<file path="config.mk">
export PLATFORM = sky130hd
export DESIGN_NAME = mem_port_arbiter
export DESIGN_NICKNAME = d
export VERILOG_FILES = /design/src/rtl/arb_pkg.sv /design/src/rtl/mem_timeout.sv /design/src/rtl/mem_port_arbiter.sv
export SDC_FILE = /design/constraint.sdc
export NUM_CORES = 1
export LEC_CHECK = 0
export CORE_MARGIN = 3
export CORE_UTILIZATION = 50
export CTS_BUF_LIST = sky130_fd_sc_hd__clkbuf_8
export CTS_CLUSTER_DIAMETER = 120
export DETAILED_ROUTE_END_ITERATION = 10
export DONT_BUFFER_PORTS = 1
export GPL_TIMING_DRIVEN = 0
export PLACE_DENSITY = 0.76
export REMOVE_ABC_BUFFERS = 1
export SYNTH_ARGS = -nofsm -noshare
export SYNTH_HDL_FRONTEND = slang
export SYNTH_SLANG_ARGS = --single-unit
</file>
<file path="constraint.sdc">
create_clock -name clk -period 3.35 [get_ports clk]
set_input_delay 0.335 -clock clk [delete_from_list [all_inputs] [get_ports clk]]
set_output_delay 0.335 -clock clk [all_outputs]
set_load 0.02 [all_outputs]
</file>
<file path="src/rtl/arb_pkg.sv">
// Shared types and default widths for the unified memory port arbiter.
package arb_pkg;

   typedef enum logic [2:0] {
      IDLE   = 3'd0,
      BUSY_D = 3'd1,
      BUSY_I = 3'd2,
      DONE   = 3'd3,
      STOP   = 3'd4
   } arb_state_t;

   localparam int ARB_ADDR_W = 32;
   localparam int ARB_DATA_W = 32;
   localparam int ARB_BE_W   = 4;

endpackage

</file>
<file path="src/rtl/mem_timeout.sv">
// Busy-cycle watchdog: clears on clr, counts while en, flags the last allowed cycle.
// Latency: tc is combinational from the count and en.
// Backpressure: none; the counter holds when en is low.
module mem_timeout #(
   parameter int TIMEOUT = 64
) (
   input  logic clk,
   input  logic reset_n,
   input  logic clr,
   input  logic en,
   output logic tc
);

   localparam int CW = (TIMEOUT > 2) ? $clog2(TIMEOUT) : 1;

   logic [CW-1:0] cnt;

   // tc marks the TIMEOUT-th cycle without completion, so the count never wraps.
   assign tc = en && (cnt == CW'(TIMEOUT - 1));

   always_ff @(posedge clk or negedge reset_n) begin
      if (!reset_n) begin
         cnt <= '0;
      end else if (clr) begin
         cnt <= '0;
      end else if (en && !tc) begin
         cnt <= cnt + 1'b1;
      end
   end

endmodule

</file>
<file path="src/rtl/mem_port_arbiter.sv">
// Shares one single-ported memory between fetch and data ports, data first.
// Latency: grant 1 cycle after request, valid 1 cycle after mem_ready, 3 cycles minimum.
// Backpressure: requesters stall until their valid pulse; memory stalls via mem_ready.
module mem_port_arbiter
   import arb_pkg::*;
#(
   parameter int ADDR_W  = ARB_ADDR_W,
   parameter int DATA_W  = ARB_DATA_W,
   parameter int TIMEOUT = 64
) (
   input  logic                clk,
   input  logic                reset_n,
   input  logic                if_req,
   input  logic [ADDR_W-1:0]   if_addr,
   output logic [DATA_W-1:0]   if_rdata,
   output logic                if_valid,
   output logic                if_stall,
   input  logic                dm_read,
   input  logic                dm_write,
   input  logic [ADDR_W-1:0]   dm_addr,
   input  logic [DATA_W-1:0]   dm_wdata,
   input  logic [ARB_BE_W-1:0] dm_be,
   output logic [DATA_W-1:0]   dm_rdata,
   output logic                dm_valid,
   output logic                dm_stall,
   output logic                mem_req,
   output logic                mem_we,
   output logic [ADDR_W-1:0]   mem_addr,
   output logic [DATA_W-1:0]   mem_wdata,
   output logic [ARB_BE_W-1:0] mem_be,
   input  logic [DATA_W-1:0]   mem_rdata,
   input  logic                mem_ready,
   input  logic                halt,
   output logic                halted,
   output logic                mem_err
);

   arb_state_t state;
   logic       busy;
   logic       tmo_tc;

   assign busy     = (state == BUSY_D) || (state == BUSY_I);
   assign if_stall = if_req & ~if_valid;
   assign dm_stall = (dm_read | dm_write) & ~dm_valid;

   mem_timeout #(.TIMEOUT(TIMEOUT)) u_timeout (
      .clk     (clk),
      .reset_n (reset_n),
      .clr     (state == IDLE),
      .en      (busy && !mem_ready),
      .tc      (tmo_tc)
   );

   always_ff @(posedge clk or negedge reset_n) begin
      if (!reset_n) begin
         state     <= IDLE;
         mem_req   <= 1'b0;
         mem_we    <= 1'b0;
         mem_addr  <= '0;
         mem_wdata <= '0;
         mem_be    <= '0;
         if_rdata  <= '0;
         dm_rdata  <= '0;
         if_valid  <= 1'b0;
         dm_valid  <= 1'b0;
         halted    <= 1'b0;
         mem_err   <= 1'b0;
      end else begin
         if_valid <= 1'b0;
         dm_valid <= 1'b0;
         case (state)
            IDLE: begin
               if (halt || mem_err) begin
                  state  <= STOP;
                  halted <= 1'b1;
               end else if (dm_read || dm_write) begin
                  state     <= BUSY_D;
                  mem_req   <= 1'b1;
                  mem_we    <= dm_write;
                  mem_addr  <= dm_addr;
                  mem_wdata <= dm_wdata;
                  mem_be    <= dm_be;
               end else if (if_req) begin
                  state    <= BUSY_I;
                  mem_req  <= 1'b1;
                  mem_we   <= 1'b0;
                  mem_addr <= if_addr;
                  mem_be   <= '1;
               end
            end
            BUSY_D, BUSY_I: begin
               if (mem_ready) begin
                  state   <= DONE;
                  mem_req <= 1'b0;
                  if (state == BUSY_D) begin
                     dm_valid <= 1'b1;
                     if (!mem_we) dm_rdata <= mem_rdata;
                  end else begin
                     if_valid <= 1'b1;
                     if_rdata <= mem_rdata;
                  end
               end else if (tmo_tc) begin
                  // Hung memory: abandon the access without a completion pulse.
                  state   <= STOP;
                  mem_req <= 1'b0;
                  mem_err <= 1'b1;
                  halted  <= 1'b1;
               end
            end
            DONE: state <= IDLE;
            STOP: state <= STOP;
            default: state <= IDLE;
         endcase
      end
   end

endmodule

</file>
# Word level (Yosys, flattened, before mapping)
# Cells that the tools add are included.
# op_classes
n_eq_ne,11
n_bitwise,9
reduce_logical,21
muxes,30
n_addsub,1
# op_table
op,n
two-way mux 32 bit,2
two-way mux 1 bit,16
two-way mux 3 bit,5
two-way mux 6 bit,2
AND reduction 3 bit,4
AND reduction 4 bit,3
one-hot mux 3 bit (3 select lines),1
two-way mux 4 bit,2
"adder 6 x 1 -> 6 bit, second input constant",1
"equality test 6 bit, second input constant",1
"inequality test 2 bit, second input constant",3
inverter 1 bit,6
nonzero test 2 bit,3
"inequality test 4 bit, second input constant",1
one-hot mux 1 bit (2 select lines),2
"equality test 3 x 1 -> 1 bit, second input constant",1
"equality test 3 x 2 -> 1 bit, second input constant",1
"equality test 3 bit, second input constant",1
logical AND 1 bit,3
zero test 3 bit,1
logical OR 1 bit,3
"inequality test 3 x 2 -> 1 bit, second input constant",1
"inequality test 3 bit, second input constant",1
AND 1 bit,2
other kinds (5),6
# word_totals
output_inout_bits,140
reg_bits,147
inputBits,139
elab_cells,85

# Longest topological paths before layout
# logic_depth
word_depth,8
depth_mapped,7
ltp_nobuf,5

# By module
# Synthesis repeated with hierarchy kept, for this count alone.
# unflattened
hier_cells,453
area_unflattened_um2,6271.0
# modules_own_cells
mod,n_inst,area_per_inst_um2,seq_area_each_um2,cells_each
mem_port_arbiter,1,5896.9,3528.4,411
mem_timeout,1,374.1,150.1,42

# Least setup slack after synthesis
# OpenSTA, ideal clock, no wires.
# synth_timing
path_kind,register to register
start,reg state[1]
end,reg mem_wdata[10]
setup_ps,125
arrival_ps,1572
setup_slack_ps,1653
path_stages_with_launch,8
required_time_ps,3225
path_buffers,3
path_cell_list,dfrtp_1 buf_6 or2_1 buf_6 nor2b_4 o21ai_4 buf_6 mux2_4
# synth_via
elab_chain_len,2
# synth_rtl
element,line,rtl
"start, declared",mem_port_arbiter.sv:38,arb_state_t state;
"start signal, assigned",mem_port_arbiter.sv:56,state <= IDLE;
"start signal, assigned",mem_port_arbiter.sv:74,state <= STOP;
"start signal, assigned",mem_port_arbiter.sv:77,state <= BUSY_D;
zero test 3 bit,mem_port_arbiter.sv:71,case (state)
AND reduction 3 bit (no source line),--,
"end signal, assigned",mem_port_arbiter.sv:81,mem_wdata <= dm_wdata;
"end, declared",mem_port_arbiter.sv:29,"output logic [DATA_W-1:0] mem_wdata,"
# No other way between the ends.
# A chain may end at the register's enable or synchronous reset.

# Worst setup path after layout
# layout_timing
start,reg state[1]
end,reg mem_addr[21]
# layout_via
elab_chain_len,2
# layout_rtl
element,line,rtl
zero test 3 bit,mem_port_arbiter.sv:71,
AND reduction 3 bit (no source line),--,
"end signal, assigned",mem_port_arbiter.sv:80,mem_addr <= dm_addr;
"end signal, assigned",mem_port_arbiter.sv:87,mem_addr <= if_addr;
"end, declared",mem_port_arbiter.sv:28,"output logic [ADDR_W-1:0] mem_addr,"
# No other way between the ends.

==> impl_metrics.env <==
export IMPL_status="complete, but fails checks"
export IMPL_violations="hold timing"
export IMPL_drt_pass1_iterations=4
export IMPL_fp_dieW_um=115.9
export IMPL_clockRootBuffer="clkbuf_8"
export IMPL_synth_edff_count=0
export IMPL_grt_total_usage_pct=19.66
export IMPL_ios=279
export IMPL_dpl_hpwl_um=9452
export IMPL_crit_fanout=30
export IMPL_finalCriticalPeriod_ns=2.245
export IMPL_globalplace_congestion=0.7724
export IMPL_drc_errors=0
export IMPL_antenna_found_initial=0
export IMPL_fin_crit_sh_pct=67.00
export IMPL_drt_total_wl_um=14310
export IMPL_ys_flop_type="dfrtp_1"
export IMPL_ys_seq_elements=147
export IMPL_overflow=0
export IMPL_setup_viol=0
export IMPL_cts_sinks=147
export IMPL_areaGrowthSynthToFinish_pct=20.32
export IMPL_min_path_type="in2async"
export IMPL_drive_above_1_share_pct=28.01
export IMPL_syn_inst=426
export IMPL_drtIter0Drc=226
export IMPL_routed_via_density=5.582
export IMPL_syn_area_per_cell_um2=14.18
export IMPL_nNetsFinal=634
export IMPL_slew_headroom_pct=40.53
export IMPL_p_per_area_nw_per_um2=998.9
export IMPL_final_setup_skew_ns=0.009897
export IMPL_arrival_ns=2.61
export IMPL_start_util_pct=52.01
export IMPL_rows=39
export IMPL_cts_buffer_depth=2
export IMPL_grt_pass1_wl_um=19770
export IMPL_wl_per_cell_um=22.02
export IMPL_hold_viol=147
export IMPL_yosysSeqAreaShare_pct=60.89
export IMPL_synth_distinct_cells=43
export IMPL_die_y_um=115.9
export IMPL_cts_setup_buffers=0
export IMPL_whs_ns=-0.4169
export IMPL_leakage_nw=3.151
export IMPL_rsz0062_at_grt="false"
export IMPL_io_buffers=0
export IMPL_clk_latency_ns=0.45
export IMPL_fp_dieArea_um2=13440
export IMPL_finalSetupTns_ns=0
export IMPL_clk_pin_slew_ns=0.08
export IMPL_synth_warnings=0
export IMPL_cts_tree="done"
export IMPL_async_reset_ff_share_pct=100.0
export IMPL_coreArea_um2=11610
export IMPL_final_util_pct=62.58
export IMPL_antenna_left=0
export IMPL_crit_path_start_kind="flop"
export IMPL_n_antenna_cell=0
export IMPL_cp_required_ns=3.71
export IMPL_cts_htree_levels=4
export IMPL_fmax_mhz=445.5
export IMPL_path_class="reg2reg"
export IMPL_cts_buffers=17
export IMPL_setup_worst_path_end_class="flop"
export IMPL_grt_max_degree=148
export IMPL_maxCapViolations=0
export IMPL_slew_violations=0
export IMPL_worstMarginPinSlew_ns=0.8881
export IMPL_synth_area_um2=6041
export IMPL_ir_drop_mv=0.7122
export IMPL_vias=3628
export IMPL_grt_pass1_vias=3692
==> critical path: stages, from the launching register on <==
cell	delay, ns
dfrtp_1	0.49
or2_1	0.39
nor3b_4	0.62
buf_16	0.23
buf_8	0.20
nor2_1	0.06
a21oi_1	0.14
==> Yosys cell counts, types with 3 or more instances <==
master | number | area, um2
mux2_4 | 25 | 375.4
buf_4 | 3 | 22.52
nor3_1 | 3 | 15.01
mux2i_1 | 33 | 330.3
dfrtp_1 | 147 | 3679
buf_2 | 15 | 75.07
mux2_2 | 70 | 788.3
o22a_1 | 4 | 35.03
nor2_1 | 41 | 153.9
o31ai_1 | 3 | 22.52
a21oi_1 | 34 | 170.2
buf_6 | 5 | 56.30
nand2_1 | 4 | 15.01
o211ai_1 | 4 | 30.03
==> what timing repair did <==
action | in CTS | in global routing
gates resized for setup | 0 | 0
endpoints found under the hold margin | 155 | 232
endpoints found under the setup margin | 0 | 0
hold buffers | 8 | 61
==> final cells by class <==
cell class / count / area (um2)
tap: 143 / 178.9
inverter: 2 / 7.507
multi-input combinational: 251 / 2216
clock inverter: 15 / 146.4
sequential: 147 / 3679
fill: 853 / 4345
timing repair buffer: 75 / 807.0
clock buffer: 17 / 234.0
==> report_power, final <==
group          total, mW  internal (mW)  switching (mW)  leakage (nW)
Combinational       1.58          0.960           0.622          1.22
Sequential          4.35           2.60            1.74          1.74
Clock               1.33          0.608           0.722         0.188
==> cells in the final DEF, fill, tap and decap left out, types with 3 or more instances in the layout <==
cell type | Yosys | routed
clkinvlp_4 | 0 | 3
mux2i_1 | 33 | 33
nand2_1 | 4 | 4
nor2_1 | 41 | 41
dfrtp_1 | 147 | 147
dlygate4sd3_1 | 0 | 69
clkbuf_8 | 0 | 17
o31ai_1 | 3 | 3
a21oi_1 | 34 | 34
mux2_4 | 25 | 25
inv_6 | 0 | 6
mux2_2 | 70 | 70
o211ai_1 | 4 | 4
o22a_1 | 4 | 4
nor3_1 | 3 | 3
==> final timing paths <==
check / startpoint / cells after the start / end / slack [ns]
max in group asynchronous: reset_n / 0 / mem_addr[29]$_DFFE_PN0P_ / 3.50
worst max register to register: state[1]$_DFFE_PN0P_ / 6 / mem_addr[21]$_DFFE_PN0P_ / 1.11
worst min register to register: u_timeout.cnt[2]$_DFFE_PN0P_ / 1 / u_timeout.cnt[2]$_DFFE_PN0P_ / 0.53
worst max-delay path: state[1]$_DFFE_PN0P_ / 6 / mem_addr[21]$_DFFE_PN0P_ / 1.11
worst min-delay path: reset_n / 0 / mem_addr[5]$_DFFE_PN0P_ / -0.42
min in group clk: mem_rdata[28] / 1 / if_rdata[28]$_DFFE_PN0P_ / 0.04
==> routing by layer <==
| layer | share of wire (%) | wire [um] | track usage, % | up-vias |
|---|---|---|---|---|
| met2 | 53 | 7616 | 33.76 | 187 |
| met5 | 0 | 0 | 0 | - |
| li1 | - | - | - | 1642 |
| met1 | 36 | 5084 | 20.10 | 1779 |
| met3 | 9.9 | 1424 | 11.33 | 20 |
| met4 | 1.3 | 189 | 6.651 | 0 |
==> state kept, by name, summed over array words and instances (netlist names), 3 cells and up <==
register and cells:
state 3, mem_addr 32, if_rdata 32, dm_rdata 32, u_timeout.cnt 6, mem_wdata 32, mem_be 4
==> logic make-up (layout without fill, tap and decap cells) <==
group | after synthesis | count (layout) | share of synthesized area, %
buf+inv | 28 | 109 | 2.879
xor+xnor | 3 | 3 | 0.4350
compound gates | 54 | 54 | 5.551
simple gates | 64 | 64 | 5.116
flops | 147 | 147 | 60.89
fa+ha+maj | 1 | 1 | 0.2071
mux | 129 | 129 | 24.92
==> metrics by stage <==
stage          cells  setup slack [ns]  hold WS, ns  cell area [um2]  power [mW]
6_report         650             1.105      -0.4169             7268       7.260
4_1_cts          588             1.097      -0.4576             6630       7.212
3_3_place_gp     543            -2.885      0.04272             6053       5.704
3_5_place_dp     548             1.118      0.04298             6170       5.859
2_1_floorplan    400            -1.065      0.03941             5874       5.323
5_1_grt          650            0.8740      -0.4806             7268       7.667
(Power assumes the default switching activity.)
